## config.mk

```make
export PLATFORM = sky130hd
export DESIGN_NAME = uart_axi_lite
export DESIGN_NICKNAME = d
export VERILOG_FILES = /design/src/rtl/uart_axi_lite.sv
export SDC_FILE = /design/constraint.sdc
export NUM_CORES = 1
export LEC_CHECK = 0
export BUFFER_PORTS_ARGS = -buffer_cell sky130_fd_sc_hd__buf_2
export CORE_MARGIN = 2
export CORE_UTILIZATION = 35
export DETAILED_ROUTE_END_ITERATION = 8
export SLEW_MARGIN = 10
export SYNTH_ARGS = -nofsm -noshare
export SYNTH_HDL_FRONTEND = slang
export SYNTH_SLANG_ARGS = --single-unit
```

## constraint.sdc

```tcl
create_clock -name aclk -period 10.35 [get_ports aclk]
set_input_delay 0.5175 -clock aclk [delete_from_list [all_inputs] [get_ports aclk]]
set_output_delay 0.5175 -clock aclk [all_outputs]
set_load 0.01 [all_outputs]
```

## src/rtl/uart_axi_lite.sv

```systemverilog
// AXI-Lite UART: 16-byte RX/TX FIFOs, 8N1 framing, status/control registers.
// Optional RTS/CTS flow control is enabled by defining UART_AXI_LITE_FLOW_CTRL_EN.
module uart_axi_lite #(
  parameter int BAUD_RATE = 115200,
  parameter int CLK_FREQ  = 100000000
) (
  input  logic        aclk,
  input  logic        aresetn,
  input  logic [31:0] s_axi_awaddr,
  input  logic        s_axi_awvalid,
  output logic        s_axi_awready,
  input  logic [31:0] s_axi_wdata,
  input  logic        s_axi_wvalid,
  output logic        s_axi_wready,
  output logic [1:0]  s_axi_bresp,
  output logic        s_axi_bvalid,
  input  logic        s_axi_bready,
  input  logic [31:0] s_axi_araddr,
  input  logic        s_axi_arvalid,
  output logic        s_axi_arready,
  output logic [31:0] s_axi_rdata,
  output logic [1:0]  s_axi_rresp,
  output logic        s_axi_rvalid,
  input  logic        s_axi_rready,
  output logic        uart_tx,
  input  logic        uart_rx,
  output logic        uart_rts_n,
  input  logic        uart_cts_n,
  output logic        interrupt
);

  localparam int DIV  = (CLK_FREQ + BAUD_RATE / 2) / BAUD_RATE;
  localparam int HALF = DIV / 2;
  localparam int CW   = $clog2(DIV + 1);
  localparam logic [CW-1:0] DIV_LAST  = CW'(DIV - 1);
  localparam logic [CW-1:0] HALF_LAST = CW'(HALF - 1);

  localparam logic [1:0] ST_IDLE  = 2'd0;
  localparam logic [1:0] ST_START = 2'd1;
  localparam logic [1:0] ST_DATA  = 2'd2;
  localparam logic [1:0] ST_STOP  = 2'd3;

  logic        bvalid_q, bvalid_d, rvalid_q, rvalid_d;
  logic [31:0] rdata_q, rdata_d;
  logic        int_en_q, int_en_d, overrun_q, overrun_d;
  logic        frame_err_q, frame_err_d, tx_done_q, tx_done_d;

  logic [7:0]  tx_mem_q [16];
  logic [7:0]  tx_mem_d [16];
  logic [3:0]  tx_wptr_q, tx_wptr_d, tx_rptr_q, tx_rptr_d;
  logic [4:0]  tx_level_q, tx_level_d;
  logic [7:0]  rx_mem_q [16];
  logic [7:0]  rx_mem_d [16];
  logic [3:0]  rx_wptr_q, rx_wptr_d, rx_rptr_q, rx_rptr_d;
  logic [4:0]  rx_level_q, rx_level_d;

  logic [1:0]    tx_state_q, tx_state_d;
  logic [CW-1:0] tx_baud_q, tx_baud_d;
  logic [2:0]    tx_bit_q, tx_bit_d;
  logic [7:0]    tx_shift_q, tx_shift_d;
  logic          tx_line_q, tx_line_d;

  logic          rx_sync1_q, rx_sync2_q, rx_prev_q;
  logic [1:0]    rx_state_q, rx_state_d;
  logic [CW-1:0] rx_baud_q, rx_baud_d;
  logic [2:0]    rx_bit_q, rx_bit_d;
  logic [7:0]    rx_shift_q, rx_shift_d;

  logic        wr_accept, rd_accept, cts_ok;
  logic [1:0]  wr_sel, rd_sel;
  logic        tx_push, tx_pop, tx_flush, tx_done_set;
  logic        rx_push, rx_pop, rx_flush, frame_err_set, status_clr;
  logic [31:0] status_word, rd_word;
  logic        unused_bits;

  assign wr_sel    = s_axi_awaddr[3:2];
  assign rd_sel    = s_axi_araddr[3:2];
  assign wr_accept = aresetn & s_axi_awvalid & s_axi_wvalid & ~bvalid_q;
  assign rd_accept = aresetn & s_axi_arvalid & ~rvalid_q;
  assign unused_bits = ^{s_axi_awaddr[31:4], s_axi_awaddr[1:0],
                         s_axi_araddr[31:4], s_axi_araddr[1:0], s_axi_wdata[31:8]};

`ifdef UART_AXI_LITE_FLOW_CTRL_EN
  assign cts_ok     = ~uart_cts_n;
  assign uart_rts_n = (rx_level_q >= 5'd14);
`else
  logic unused_cts;
  assign unused_cts = uart_cts_n;
  assign cts_ok     = 1'b1;
  assign uart_rts_n = 1'b0;
`endif

  assign status_word = {24'b0, tx_done_q, frame_err_q, overrun_q, int_en_q,
                        (tx_level_q == 5'd16), (tx_level_q == 5'd0),
                        (rx_level_q == 5'd16), (rx_level_q != 5'd0)};

  always_comb begin
    rd_word = 32'b0;
    case (rd_sel)
      2'd0: if (rx_level_q != 5'd0) rd_word = {24'b0, rx_mem_q[rx_rptr_q]};
      2'd2: rd_word = status_word;
      2'd3: rd_word = {27'b0, int_en_q, 4'b0};
      default: rd_word = 32'b0;
    endcase
  end

  // Register side effects of accepted accesses; CONTROL flush bits are one-shot.
  always_comb begin
    tx_push    = 1'b0;
    tx_flush   = 1'b0;
    rx_flush   = 1'b0;
    rx_pop     = 1'b0;
    status_clr = 1'b0;
    int_en_d   = int_en_q;
    if (wr_accept) begin
      case (wr_sel)
        2'd1: tx_push = (tx_level_q != 5'd16);
        2'd3: begin
          tx_flush = s_axi_wdata[0];
          rx_flush = s_axi_wdata[1];
          int_en_d = s_axi_wdata[4];
        end
        default: ;
      endcase
    end
    if (rd_accept) begin
      case (rd_sel)
        2'd0: rx_pop = (rx_level_q != 5'd0);
        2'd2: status_clr = 1'b1;
        default: ;
      endcase
    end
  end

  always_comb begin
    bvalid_d = bvalid_q;
    rvalid_d = rvalid_q;
    rdata_d  = rdata_q;
    if (bvalid_q && s_axi_bready) bvalid_d = 1'b0;
    if (wr_accept) bvalid_d = 1'b1;
    if (rvalid_q && s_axi_rready) rvalid_d = 1'b0;
    if (rd_accept) begin
      rvalid_d = 1'b1;
      rdata_d  = rd_word;
    end
  end

  // A new event in the same cycle as a STATUS read survives the clear.
  always_comb begin
    tx_done_d   = (tx_done_q & ~status_clr) | tx_done_set;
    frame_err_d = (frame_err_q & ~status_clr) | frame_err_set;
    overrun_d   = (overrun_q & ~status_clr) | (rx_push & (rx_level_q == 5'd16));
  end

  always_comb begin
    tx_mem_d   = tx_mem_q;
    tx_wptr_d  = tx_wptr_q;
    tx_rptr_d  = tx_rptr_q;
    tx_level_d = tx_level_q;
    if (tx_flush) begin
      tx_wptr_d  = 4'd0;
      tx_rptr_d  = 4'd0;
      tx_level_d = 5'd0;
    end else begin
      if (tx_push) begin
        tx_mem_d[tx_wptr_q] = s_axi_wdata[7:0];
        tx_wptr_d = tx_wptr_q + 4'd1;
      end
      if (tx_pop) tx_rptr_d = tx_rptr_q + 4'd1;
      tx_level_d = tx_level_q + {4'b0, tx_push} - {4'b0, tx_pop};
    end
  end

  always_comb begin
    rx_mem_d   = rx_mem_q;
    rx_wptr_d  = rx_wptr_q;
    rx_rptr_d  = rx_rptr_q;
    rx_level_d = rx_level_q;
    if (rx_flush) begin
      rx_wptr_d  = 4'd0;
      rx_rptr_d  = 4'd0;
      rx_level_d = 5'd0;
    end else begin
      if (rx_push && (rx_level_q != 5'd16)) begin
        rx_mem_d[rx_wptr_q] = rx_shift_q;
        rx_wptr_d  = rx_wptr_q + 4'd1;
        rx_level_d = rx_level_q + 5'd1 - {4'b0, rx_pop};
      end else begin
        rx_level_d = rx_level_q - {4'b0, rx_pop};
      end
      if (rx_pop) rx_rptr_d = rx_rptr_q + 4'd1;
    end
  end

  // Back-to-back frames chain straight from STOP into START without an idle cycle.
  always_comb begin
    tx_state_d  = tx_state_q;
    tx_baud_d   = tx_baud_q;
    tx_bit_d    = tx_bit_q;
    tx_shift_d  = tx_shift_q;
    tx_line_d   = tx_line_q;
    tx_pop      = 1'b0;
    tx_done_set = 1'b0;
    case (tx_state_q)
      ST_IDLE: begin
        tx_line_d = 1'b1;
        if ((tx_level_q != 5'd0) && cts_ok) begin
          tx_pop     = 1'b1;
          tx_shift_d = tx_mem_q[tx_rptr_q];
          tx_baud_d  = '0;
          tx_line_d  = 1'b0;
          tx_state_d = ST_START;
        end
      end
      ST_START: begin
        if (tx_baud_q == DIV_LAST) begin
          tx_baud_d  = '0;
          tx_bit_d   = 3'd0;
          tx_line_d  = tx_shift_q[0];
          tx_state_d = ST_DATA;
        end else begin
          tx_baud_d = tx_baud_q + 1'b1;
        end
      end
      ST_DATA: begin
        if (tx_baud_q == DIV_LAST) begin
          tx_baud_d = '0;
          if (tx_bit_q == 3'd7) begin
            tx_line_d  = 1'b1;
            tx_state_d = ST_STOP;
          end else begin
            tx_bit_d   = tx_bit_q + 3'd1;
            tx_line_d  = tx_shift_q[1];
            tx_shift_d = {1'b0, tx_shift_q[7:1]};
          end
        end else begin
          tx_baud_d = tx_baud_q + 1'b1;
        end
      end
      default: begin
        if (tx_baud_q == DIV_LAST) begin
          tx_baud_d = '0;
          if ((tx_level_q != 5'd0) && cts_ok) begin
            tx_pop     = 1'b1;
            tx_shift_d = tx_mem_q[tx_rptr_q];
            tx_line_d  = 1'b0;
            tx_state_d = ST_START;
          end else begin
            tx_state_d  = ST_IDLE;
            tx_done_set = (tx_level_q == 5'd0);
          end
        end else begin
          tx_baud_d = tx_baud_q + 1'b1;
        end
      end
    endcase
  end

  // Receiver samples mid-bit: half a period into START, then every full period.
  always_comb begin
    rx_state_d    = rx_state_q;
    rx_baud_d     = rx_baud_q;
    rx_bit_d      = rx_bit_q;
    rx_shift_d    = rx_shift_q;
    rx_push       = 1'b0;
    frame_err_set = 1'b0;
    case (rx_state_q)
      ST_IDLE: begin
        if (rx_prev_q && !rx_sync2_q) begin
          rx_baud_d  = '0;
          rx_state_d = ST_START;
        end
      end
      ST_START: begin
        if (rx_baud_q == HALF_LAST) begin
          rx_baud_d  = '0;
          rx_bit_d   = 3'd0;
          rx_state_d = rx_sync2_q ? ST_IDLE : ST_DATA;
        end else begin
          rx_baud_d = rx_baud_q + 1'b1;
        end
      end
      ST_DATA: begin
        if (rx_baud_q == DIV_LAST) begin
          rx_baud_d  = '0;
          rx_shift_d = {rx_sync2_q, rx_shift_q[7:1]};
          rx_bit_d   = rx_bit_q + 3'd1;
          if (rx_bit_q == 3'd7) rx_state_d = ST_STOP;
        end else begin
          rx_baud_d = rx_baud_q + 1'b1;
        end
      end
      default: begin
        if (rx_baud_q == DIV_LAST) begin
          rx_baud_d     = '0;
          rx_push       = 1'b1;
          frame_err_set = ~rx_sync2_q;
          rx_state_d    = ST_IDLE;
        end else begin
          rx_baud_d = rx_baud_q + 1'b1;
        end
      end
    endcase
  end

  always_ff @(posedge aclk or negedge aresetn) begin
    if (!aresetn) begin
      bvalid_q    <= 1'b0;
      rvalid_q    <= 1'b0;
      rdata_q     <= 32'b0;
      int_en_q    <= 1'b0;
      overrun_q   <= 1'b0;
      frame_err_q <= 1'b0;
      tx_done_q   <= 1'b0;
      for (int i = 0; i < 16; i++) begin
        tx_mem_q[i] <= 8'b0;
        rx_mem_q[i] <= 8'b0;
      end
      tx_wptr_q   <= 4'd0;
      tx_rptr_q   <= 4'd0;
      tx_level_q  <= 5'd0;
      rx_wptr_q   <= 4'd0;
      rx_rptr_q   <= 4'd0;
      rx_level_q  <= 5'd0;
      tx_state_q  <= ST_IDLE;
      tx_baud_q   <= '0;
      tx_bit_q    <= 3'd0;
      tx_shift_q  <= 8'b0;
      tx_line_q   <= 1'b1;
      rx_sync1_q  <= 1'b1;
      rx_sync2_q  <= 1'b1;
      rx_prev_q   <= 1'b1;
      rx_state_q  <= ST_IDLE;
      rx_baud_q   <= '0;
      rx_bit_q    <= 3'd0;
      rx_shift_q  <= 8'b0;
    end else begin
      bvalid_q    <= bvalid_d;
      rvalid_q    <= rvalid_d;
      rdata_q     <= rdata_d;
      int_en_q    <= int_en_d;
      overrun_q   <= overrun_d;
      frame_err_q <= frame_err_d;
      tx_done_q   <= tx_done_d;
      tx_mem_q    <= tx_mem_d;
      rx_mem_q    <= rx_mem_d;
      tx_wptr_q   <= tx_wptr_d;
      tx_rptr_q   <= tx_rptr_d;
      tx_level_q  <= tx_level_d;
      rx_wptr_q   <= rx_wptr_d;
      rx_rptr_q   <= rx_rptr_d;
      rx_level_q  <= rx_level_d;
      tx_state_q  <= tx_state_d;
      tx_baud_q   <= tx_baud_d;
      tx_bit_q    <= tx_bit_d;
      tx_shift_q  <= tx_shift_d;
      tx_line_q   <= tx_line_d;
      rx_sync1_q  <= uart_rx;
      rx_sync2_q  <= rx_sync1_q;
      rx_prev_q   <= rx_sync2_q;
      rx_state_q  <= rx_state_d;
      rx_baud_q   <= rx_baud_d;
      rx_bit_q    <= rx_bit_d;
      rx_shift_q  <= rx_shift_d;
    end
  end

  assign s_axi_awready = wr_accept;
  assign s_axi_wready  = wr_accept;
  assign s_axi_bresp   = 2'b00;
  assign s_axi_bvalid  = bvalid_q;
  assign s_axi_arready = rd_accept;
  assign s_axi_rdata   = rdata_q;
  assign s_axi_rresp   = 2'b00;
  assign s_axi_rvalid  = rvalid_q;
  assign uart_tx       = tx_line_q;
  assign interrupt     = int_en_q & ((rx_level_q != 5'd0) | tx_done_q);

endmodule

```

==> metrics <==
outcome completed; Die Y 223 um; via count roughly 10000; drt pass-1 iters 5; Post-Syn Instances 1242; vias in the first global route around 10000; crit-path max FO 38; Pint approximately 2600 uW; Worst setup SP type input port; Synth Register Bits 346; fmax between 200 and 250 MHz; Tot GR Track Use 15.0%; NetSw 965 uW; Clock Path Buffers 3; cell taking the most area after synthesis dfrtp_1; layout cell share with drive strength beyond 1 37.3%; Worst Hold Class in -> reg; CTS buffer count 40; # nets final around 1400; critical path, cell by cell dlygate4sd3_1, buf_8, and4b_1, nand4_1, nand3_1, nor2_2, mux2_2; sequential-to-total area share from yosys stat 51.6%; skew final around 26 ps; Worst-Skew Late Latency between 500 and 600 ps; maxcap violations 0; Yosys Warn Count 0; Mean Syn Cell Area 13.5 um^2; synthesized area 16800 um^2; Antenna Violating Nets Remaining 0; worst vdd ir 117 uV; Synth top cells by count dfrtp_1, mux2_2, mux4_2; pwr dens 188 nW/um^2; Synth async-reset ratio 100%; leakage 0.00865 uW; Final GP Congestion between 0.7 and 0.8; largest net degree at the start of global routing 75; Synth Flop Type dfrtp_1; Final min period 4040 ps; # DRC 0; Core Region 47500 um^2; final cell count without fillers 1912; WL per Instance 18.9 um; Slew @ Worst Pin 1220 ps; # resized after CTS 0; final instance area 18800 um^2; final setup fails 0; Reg area 8670 um^2; clock slew at reported path FFs around 60 ps; number of hold violations in the final report 0; CTS root buf clkbuf_16; vias per cell around 5.2; Yosys cell types 74; Sw Ratio 27.2%; placed inst area 17400 um^2; Top Family by Delay on Critical Path simple AND/OR/NAND/NOR gates; Port Buffer Count 34; # clock sinks 346; number of fillers in the final layout 4448; DP Worst Slack 6280 ps; clock power share 41.4%; Die Wd 223 um; most frequent cell after synthesis dfrtp_1; dpl cells 1836; HPWL Detailed about 23 mm; synth top area cells dfrtp_1, mux2_2, mux4_2; CP max stage cell nand3_1; Multi-input gate area 7590 um^2; setup_tns 0 ps; Setup WS post-layout roughly 6300 ps; critical path buffer and inverter count 2; total die area 49700 um^2; CP Class in -> reg; WHS 64.0 ps; CTS tree built; Critical Path End Type flip-flop; EDFF count, synth 0; Combinational Power Share 15.1%; unrepaired setup endpoints after global routing no; final worst-path cycle share 39.0%; share of power burned in registers between 40% and 50%; top cell type's share of synthesized area ~51%; slew margin rel. 17.4%; CP arrival 4450 ps; Initial Util 35.3%; CTS H-tree lvls 2; final max-slew violation count 0; Ports 149; Setup Fix Bufs, Post-CTS 0; final wirelength 36.1 mm; initial DRC count 776; GRT overflow 0; first-pass GRT wire length 59.0 mm; initial antenna violation count 1; crit-path max cell delay 910 ps; Rows 80; CP required 10760 ps; Layout Area Growth over Synthesis 12.3%
layer usage:
layer	vias to the layer above	part of all wire [%]	global-route usage, %
li1	4535	-	-
met1	5232	47	20.7
met2	152	48	24.4
met3	59	3.1	2.49
met4	0	2.1	4.26
met5	-	0	0
per-stage QoR:
stage | power (uW) | util, %
after floorplan | 1960 | -
after global placement | 2100 | 36.7
after detailed placement | 2110 | 36.7
after CTS | 3600 | 39.6
after global routing | 3730 | 39.6
final | 3550 | 39.6
state kept, by name (all words and copies together) (netlist names), 2 cells and up:
| register | flops |
|---|---|
| s_axi_rdata | 8 |
| tx_mem_q | 128 |
| rx_rptr_q | 4 |
| rx_baud_q | 10 |
| rx_state_q | 2 |
| tx_rptr_q | 4 |
| rx_bit_q | 3 |
| tx_baud_q | 10 |
| tx_shift_q | 8 |
| tx_state_q | 2 |
| rx_shift_q | 8 |
| rx_wptr_q | 4 |
| tx_level_q | 5 |
| rx_level_q | 5 |
| rx_mem_q | 128 |
| tx_bit_q | 3 |
| tx_wptr_q | 4 |
logic make-up after synthesis:
| logic type | synth area share [%] |
|---|---|
| adders and majority gates | 2.80 |
| other | 0.0223 |
| muxes | 27.4 |
| xor gates and xnor gates | 1.30 |
| AOI/OAI and AO/OA | 5.32 |
| DFF | 51.6 |
| buffers and inverters | 3.83 |
| and+or+nand+nor | 7.70 |
power by group through the flow:
stage	combinational [uW]	sequential, uW	clock, uW
3_5_place_dp	547	1570	0
4_1_cts	550	1540	1510
2_1_floorplan	430	1530	0
6_report	537	1540	1470
3_3_place_gp	535	1560	0
5_1_grt	612	1560	1560
worst paths after layout:
| kind | from | endpoint | slack [ps] | depth (start not counted) |
|---|---|---|---|---|
| min in group asynchronous | aresetn | tx_mem_q[108] | 450 | 2 |
| worst min-delay path | uart_rx | rx_sync1_q | 60 | 1 |
| max in group asynchronous | aresetn | tx_rptr_q[0] | 7340 | 5 |
| worst min register to register | rx_sync1_q | rx_sync2_q | 360 | 0 |
| worst max register to register | rx_baud_q[3] | rx_mem_q[123] | 6620 | 5 |
| worst max-delay path | aresetn | rx_mem_q[123] | 6310 | 7 |
area by class of cell:
| cell class | count | share of cell area (%) |
|---|---|---|
| flip-flops and latches | 346 | 46.0 |
| multi-input cells | 793 | 40.3 |
| clock buffers | 59 | 6.50 |
| well taps | 615 | 4.08 |
| repair buffers | 48 | 1.53 |
| clock inverters | 15 | 0.929 |
| inverters | 35 | 0.697 |
| diodes | 1 | 0.0133 |
repair_timing:
item	CTS	global route
setup endpoints to repair	0	0
hold buffers	1	0
hold endpoints to repair	33	0
placed cells by master, fill, tap and decap left out, drive strengths merged, types with 34 or more instances in the layout:
cell    count
buf        47
dfrtp     342
nor2       61
mux4       66
clkbuf     59
mux2      266
a21oi      42
ha         36
inv        34
nand2      59
Note: power is estimated with default switching activity, not from simulation.
